`src/rtl/mem_arb_pkg.sv`:
```
// Shared types and constants for the unified-memory port arbiter.
package mem_arb_pkg;

  typedef enum logic [1:0] {
    StIdle,
    StAccess,
    StDone
  } state_e;

  localparam logic GNT_CPU = 1'b0;
  localparam logic GNT_EXT = 1'b1;

  localparam int unsigned MAX_LAT = 15;
  localparam int unsigned CNT_W   = $clog2(MAX_LAT + 1);

endpackage

```
`src/rtl/arb_pick2.sv`:
```
// Two-way requester picker. Define MEM_ARB_RR_EN for round-robin on ties;
// otherwise ext has fixed priority over cpu.
module arb_pick2
  import mem_arb_pkg::*;
(
  input  logic [1:0] req,
  input  logic       last_owner,
  output logic       winner
);

`ifdef MEM_ARB_RR_EN
  always_comb begin
    winner = GNT_CPU;
    if (req[GNT_EXT] && req[GNT_CPU]) begin
      winner = ~last_owner;
    end else if (req[GNT_EXT]) begin
      winner = GNT_EXT;
    end
  end
`else
  // Fixed priority only needs the ext request bit.
  logic [1:0] unused_pick_inputs;
  assign unused_pick_inputs = {last_owner, req[GNT_CPU]};
  assign winner = req[GNT_EXT] ? GNT_EXT : GNT_CPU;
`endif

endmodule

```
`src/rtl/mem_port_arbiter.sv`:
```
// Shares one memory between the CPU controller and an external loader port.
// MEM_ARB_RR_EN selects round-robin tie-breaking (fixed ext priority otherwise).
module mem_port_arbiter
  import mem_arb_pkg::*;
#(
  parameter int unsigned ADDR_W  = 32,
  parameter int unsigned DATA_W  = 32,
  parameter int unsigned MEM_LAT = 2
) (
  input  logic              clk,
  input  logic              rst,
  input  logic              cpu_req,
  input  logic              cpu_we,
  input  logic [ADDR_W-1:0] cpu_addr,
  input  logic [DATA_W-1:0] cpu_wdata,
  output logic              cpu_ack,
  input  logic              ext_req,
  input  logic              ext_we,
  input  logic [ADDR_W-1:0] ext_addr,
  input  logic [DATA_W-1:0] ext_wdata,
  output logic              ext_ack,
  output logic [DATA_W-1:0] rdata,
  output logic              mem_en,
  output logic              mem_we,
  output logic [ADDR_W-1:0] mem_addr,
  output logic [DATA_W-1:0] mem_wdata,
  input  logic [DATA_W-1:0] mem_rdata,
  output logic              busy,
  output logic              grant_ext
);

  localparam logic [CNT_W-1:0] CntLoad = CNT_W'(MEM_LAT - 1);

  state_e            state_q, state_d;
  logic [CNT_W-1:0]  cnt_q, cnt_d;
  logic              we_q, we_d;
  logic [ADDR_W-1:0] addr_q, addr_d;
  logic [DATA_W-1:0] wdata_q, wdata_d;
  logic [DATA_W-1:0] rdata_q, rdata_d;
  logic              grant_ext_q, grant_ext_d;
  logic              winner, last_owner, grant;

  assign grant = (state_q == StIdle) && (cpu_req || ext_req);

  arb_pick2 u_pick (
    .req       ({ext_req, cpu_req}),
    .last_owner(last_owner),
    .winner    (winner)
  );

`ifdef MEM_ARB_RR_EN
  always_ff @(posedge clk or posedge rst) begin
    if (rst) begin
      last_owner <= GNT_CPU;
    end else if (grant) begin
      last_owner <= winner;
    end
  end
`else
  assign last_owner = GNT_CPU;
`endif

  always_comb begin
    state_d     = state_q;
    cnt_d       = cnt_q;
    we_d        = we_q;
    addr_d      = addr_q;
    wdata_d     = wdata_q;
    rdata_d     = rdata_q;
    grant_ext_d = grant_ext_q;
    unique case (state_q)
      StIdle: begin
        if (grant) begin
          state_d     = StAccess;
          cnt_d       = CntLoad;
          grant_ext_d = winner;
          we_d        = (winner == GNT_EXT) ? ext_we    : cpu_we;
          addr_d      = (winner == GNT_EXT) ? ext_addr  : cpu_addr;
          wdata_d     = (winner == GNT_EXT) ? ext_wdata : cpu_wdata;
        end
      end
      StAccess: begin
        if (cnt_q == '0) begin
          // Memory read data is only guaranteed in the final enable cycle.
          if (!we_q) rdata_d = mem_rdata;
          state_d = StDone;
        end else begin
          cnt_d = cnt_q - CNT_W'(1);
        end
      end
      StDone:  state_d = StIdle;
      default: state_d = StIdle;
    endcase
  end

  always_ff @(posedge clk or posedge rst) begin
    if (rst) begin
      state_q     <= StIdle;
      cnt_q       <= '0;
      we_q        <= 1'b0;
      addr_q      <= '0;
      wdata_q     <= '0;
      rdata_q     <= '0;
      grant_ext_q <= GNT_CPU;
    end else begin
      state_q     <= state_d;
      cnt_q       <= cnt_d;
      we_q        <= we_d;
      addr_q      <= addr_d;
      wdata_q     <= wdata_d;
      rdata_q     <= rdata_d;
      grant_ext_q <= grant_ext_d;
    end
  end

  assign mem_en    = (state_q == StAccess);
  assign mem_we    = mem_en & we_q;
  assign mem_addr  = mem_en ? addr_q : '0;
  assign mem_wdata = mem_en ? wdata_q : '0;
  assign cpu_ack   = (state_q == StDone) && (grant_ext_q == GNT_CPU);
  assign ext_ack   = (state_q == StDone) && (grant_ext_q == GNT_EXT);
  assign busy      = (state_q != StIdle);
  assign grant_ext = grant_ext_q;
  assign rdata     = rdata_q;

endmodule

```
`config.mk`:
```
export PLATFORM = sky130hd
export DESIGN_NAME = mem_port_arbiter
export DESIGN_NICKNAME = d
export VERILOG_FILES = /design/src/rtl/mem_arb_pkg.sv /design/src/rtl/arb_pick2.sv /design/src/rtl/mem_port_arbiter.sv
export SDC_FILE = /design/constraint.sdc
export NUM_CORES = 1
export LEC_CHECK = 0
export BUFFER_PORTS_ARGS = -buffer_cell sky130_fd_sc_hd__buf_2
export CAP_MARGIN = 20
export CELL_PAD_IN_SITES_DETAIL_PLACEMENT = 0
export CELL_PAD_IN_SITES_GLOBAL_PLACEMENT = 1
export CORE_ASPECT_RATIO = 1.2
export CORE_MARGIN = 4
export CORE_UTILIZATION = 31
export CTS_BUF_LIST = sky130_fd_sc_hd__clkbuf_4 sky130_fd_sc_hd__clkbuf_8 sky130_fd_sc_hd__clkbuf_16
export DETAILED_ROUTE_END_ITERATION = 8
export PLACE_DENSITY_LB_ADDON = 0.1
export SYNTH_ARGS = -nofsm -noshare
export SYNTH_HDL_FRONTEND = slang
export SYNTH_HIERARCHICAL = 1
export SYNTH_SLANG_ARGS = --single-unit
```
`constraint.sdc`:
```
create_clock -name clk -period 3.59 [get_ports clk]
set_input_delay 0.718 -clock clk [delete_from_list [all_inputs] [get_ports clk]]
set_output_delay 0.718 -clock clk [all_outputs]
set_load 0.1 [all_outputs]
```
==> results.py, run 1 <==
metrics = {
    "layout": {
        "mostFrequentLayoutCell": "buf_2",
        "antenna-diode-count": 0,
        "drive_above_1_share": 0.701,
        "final_cell_mix": "buf_2 (267), mux2_2 (161), dfrtp_1 (104)",
        "area.growth.synth_to_final_pct": 35.1,
        "final_nets": 816,
    },
    "floorplan": {
        "design.portCount": 268,
        "die_x_um": 126,
        "dieArea_mm2": 0.0189,
        "start_util": 0.317,
        "row_count": 51,
        "die_h_um": 150,
        "core_region_area_mm2": 0.0163,
    },
    "yosys": {
        "syn-num-nets": 555,
        "yosysWarningCount": 6,
        "avgSynthCellArea_um2": 13.4,
        "netlist_instances": 387,
        "netlist_area_mm2": 0.00518,
    },
    "timing": {
        "slew_viol_final": 0,
        "clock_skew_ps": 9.59,
        "fin_tns_setup_ps": 0,
        "min_period_ps": 3230,
        "worstMarginPinSlew_ps": 646,
        "fmax_ghz": 0.309,
        "slew_headroom": 0.569,
        "hold_viol_final": 0,
        "post-route-period-util": 0.900,
        "finalSetupViolCount": 0,
        "layout_setup_ws_ps": 358,
        "rsz0062_at_grt": "no",
    },
    "route": {
        "drt-total-wl_um": 13500,
        "drc_errors": 0,
        "drtIter0Drc": 63,
        "wl_per_cell_um": 15.6,
        "antenna_left": 0,
        "viasPerCell": 4.49,
        "via_count": 3884,
        "first_pass_iters": 4,
    },
    "clock_tree": {
        "cts_tree": "yes",
        "clk_pin_slew_ps": 70,
        "cts_root_buf": "clkbuf_16",
        "htreeDepth": 3,
        "cts_buffers": 9,
        "cts_sinks": 104,
        "holdBufCountCts": 0,
        "post_cts_resized": 0,
        "cts_setup_buffers": 0,
        "cts_buffer_depth": 2,
        "clock_latency_ps": 350,
    },
    "critical_path": {
        "worstSetupPathType": "reg2out",
        "start_kind": "flop",
        "required_ps": 2870,
        "crit_arrival_ps": 2510,
        "crit_path_max_fanout": 44,
        "cp-end-kind": "primary output",
    },
    "placement": {
        "place_congestion": 0.731,
        "hpwl_um": 10500,
        "io_buffers": 267,
        "dp_slack_ps": 697,
    },
    "global_routing": {
        "first_global_vias": 4408,
        "grt_pass1_wl_um": 21900,
        "grt_overflow": 0,
        "grt_max_degree": 52,
        "antenna_found_initial": 0,
        "grt_usage": 0.145,
    },
    "status": {
        "outcome": "completed",
    },
    "job": {
        "cap_violations": 0,
    },
    "worst_hold_path": {
        "holdCritPathClass": "in2async",
    },
}
worst max-delay path, cell delays in order, from the launching register on:
cell      delay, ps
dfrtp_1         440
nand2b_1        210
clkinv_1        530
buf_4           460
and2_1          210
buf_2           290
cell type report:
type | count | area [µm²]
clock buffer | 12 | 254
clock inverter | 4 | 30.0
fill | 1636 | 9330
inverter | 4 | 17.5
multi-input combinational | 254 | 2440
sequential | 104 | 2600
tap | 212 | 265
timing repair buffer | 275 | 1400
path summary, 6_finish.rpt:
path	start	to	slack, ps	depth (start not counted)
worst min register to register	rdata[2]$_DFFE_PP0P_	rdata[2]$_DFFE_PP0P_	490	1
max in group asynchronous	rst	rdata[25]$_DFFE_PP0P_	2320	3
worst max register to register	cnt_q[0]$_DFFE_PP0P_	rdata[15]$_DFFE_PP0P_	1430	6
min in group clk	rdata[2]$_DFFE_PP0P_	rdata[2]$_DFFE_PP0P_	490	1
worst min-delay path	rst	wdata_q[1]$_DFFE_PP0P_	460	2
worst max-delay path	state_q[0]$_DFFE_PP0P_	mem_wdata[2]	360	5
through the flow:
step | area (µm²) | std cells | util | hold slack (ps)
after floorplan | 5190 | 387 | - | 472
after global placement | 6720 | 849 | 0.411 | 465
after detailed placement | 6720 | 849 | 0.411 | 471
after CTS | 7000 | 865 | 0.429 | 492
after global routing | 7000 | 865 | 0.429 | 517
final | 7000 | 865 | 0.429 | 461
registers in the layout (all words and copies together) (netlist names):
name       count
wdata_q       32
we_q           1
state_q        2
grant_ext      1
cnt_q          4
addr_q        32
rdata         32
routing by layer:
metal	track usage	share of wire	vias to the layer above
met4	0.0553	0.020	0
met5	0	0	-
met1	0.152	0.36	1831
met3	0.0539	0.10	20
li1	-	-	1868
met2	0.264	0.52	165
Power of run 1 is not shown: default switching activity piles up to over one toggle a cycle in this logic, so the estimate is an artifact.
==> run 2: changes to the inputs <==
PLACE_DENSITY = 0.73   (was unset)
PLACE_DENSITY_LB_ADDON = unset   (was 0.1)
==> run 2 against run 1 <==
- count of clock-buffer cells in the layout decreased by 2
- maximum frequency increased by 10%
- sequential share of layout area decreased by 0.46 points
- die area unchanged
- highest routed layer unchanged
- clock skew decreased by 2.4 ps
- global-route usage decreased by 0.72 points
- setup slack improved by 290 ps
- core utilization increased by 0.54 points
- non-clock buffer count unchanged
- via count unchanged
- register-to-register slack got worse by 20 ps
==> results.py, run 2 (same netlist as run 1, synthesis figures left out) <==
metrics = {
    "critical_path": {
        "crit_path_max_fanout": 69,
        "crit_arrival_ps": 2220,
        "cpLargestDelayFamily": "buffers and inverters",
        "critical_path_buf_inv_count": 3,
        "crit_start": "state_q[1]$_DFFE_PP0P_",
        "worstSetupPathType": "reg2out",
        "crit_path_max_incr_delay_ps": 460,
        "cp-end-kind": "primary output",
        "required_ps": 2870,
        "start_kind": "flop",
        "slowest_stage": "buf_4",
        "worstPathCellList": "nand2b_1 -> clkinv_1 -> buf_4 -> and2_1 -> buf_2",
        "r2r_start": "cnt_q[0]$_DFFE_PP0P_",
    },
    "route": {
        "first_pass_iters": 4,
        "via_count": 3884,
        "wl_per_cell_um": 15.1,
        "drtIter0Drc": 75,
        "antenna_left": 0,
        "drc_errors": 0,
        "drt-total-wl_um": 13100,
        "viasPerCell": 4.50,
    },
    "layout": {
        "mostFrequentLayoutCell": "buf_2",
        "antenna-diode-count": 0,
        "layoutNonFillerInstCount": 864,
        "area.growth.synth_to_final_pct": 36.8,
        "final_nets": 816,
        "drive_above_1_share": 0.701,
        "final_cell_mix": "buf_2 (267), mux2_2 (161), dfrtp_1 (104)",
        "multi_input_area_mm2": 0.00244,
        "stdcell_area_mm2": 0.00709,
        "seq_area_mm2": 0.00260,
        "fillers": 1603,
    },
    "floorplan": {
        "die_h_um": 150,
        "design.portCount": 268,
        "start_util": 0.317,
        "die_x_um": 126,
        "dieArea_mm2": 0.0189,
        "row_count": 51,
        "core_region_area_mm2": 0.0163,
    },
    "timing": {
        "post-route-period-util": 0.819,
        "finalSetupViolCount": 0,
        "fin_tns_setup_ps": 0,
        "slew_viol_final": 0,
        "fmax_ghz": 0.340,
        "clock_skew_ps": 7.21,
        "min_period_ps": 2940,
        "slew_headroom": 0.545,
        "worstMarginPinSlew_ps": 682,
        "rsz0062_at_grt": "no",
        "hold_viol_final": 0,
    },
    "clock_tree": {
        "holdBufCountCts": 0,
        "post_cts_resized": 0,
        "cts_root_buf": "clkbuf_16",
        "htreeDepth": 3,
        "cts_sinks": 104,
        "cts_tree": "yes",
        "cts_buffers": 9,
        "cts_setup_buffers": 0,
        "clk_pin_slew_ps": 70,
        "cts_buffer_depth": 2,
        "clock_latency_ps": 340,
    },
    "worst_hold_path": {
        "holdCritPathClass": "in2async",
    },
    "placement": {
        "place_congestion": 0.732,
        "placed_cell_area_mm2": 0.00673,
        "io_buffers": 267,
        "hpwl_um": 9990,
        "place_inst": 848,
    },
    "global_routing": {
        "grt_max_degree": 86,
        "antenna_found_initial": 0,
        "first_global_vias": 4256,
        "grt_usage": 0.138,
        "grt_overflow": 0,
        "grt_pass1_wl_um": 21200,
    },
    "job": {
        "cap_violations": 0,
    },
    "status": {
        "outcome": "completed",
    },
}
## run 2: metrics by stage
step | utilization | worst slack [ps] | hold WS, ps
2_1_floorplan | - | 140 | 472
3_3_place_gp | 0.412 | 1040 | 468
3_5_place_dp | 0.412 | 967 | 474
4_1_cts | 0.432 | 594 | 497
5_1_grt | 0.434 | 455 | 306
6_report | 0.434 | 652 | 302
## run 2: routing by layer
layer / share of wire / global-route usage
met1: 0.37 / 0.155
met2: 0.53 / 0.246
met3: 0.082 / 0.0403
met4: 0.021 / 0.0547
met5: 0 / 0
## run 2: cell type report
type	instances	share of cell area
clock buffers	10	0.0328
clock inverters	5	0.0150
inverters	4	0.00247
multi-input cells	254	0.344
flip-flops and latches	104	0.367
well taps	212	0.0374
repair buffers	275	0.201
## run 2: worst paths after layout
check | to | slack [ps] | cells after the start
worst max-delay path | mem_wdata[12] | 650 | 5
worst min-delay path | rdata[21]$_DFFE_PP0P_ | 300 | 2
worst max register to register | rdata[24]$_DFFE_PP0P_ | 1410 | 6
worst min register to register | rdata[2]$_DFFE_PP0P_ | 490 | 1
max in group asynchronous | addr_q[0]$_DFFE_PP0P_ | 2460 | 4
min in group clk | rdata[2]$_DFFE_PP0P_ | 490 | 1
Power of run 2 is left out for the same reason.
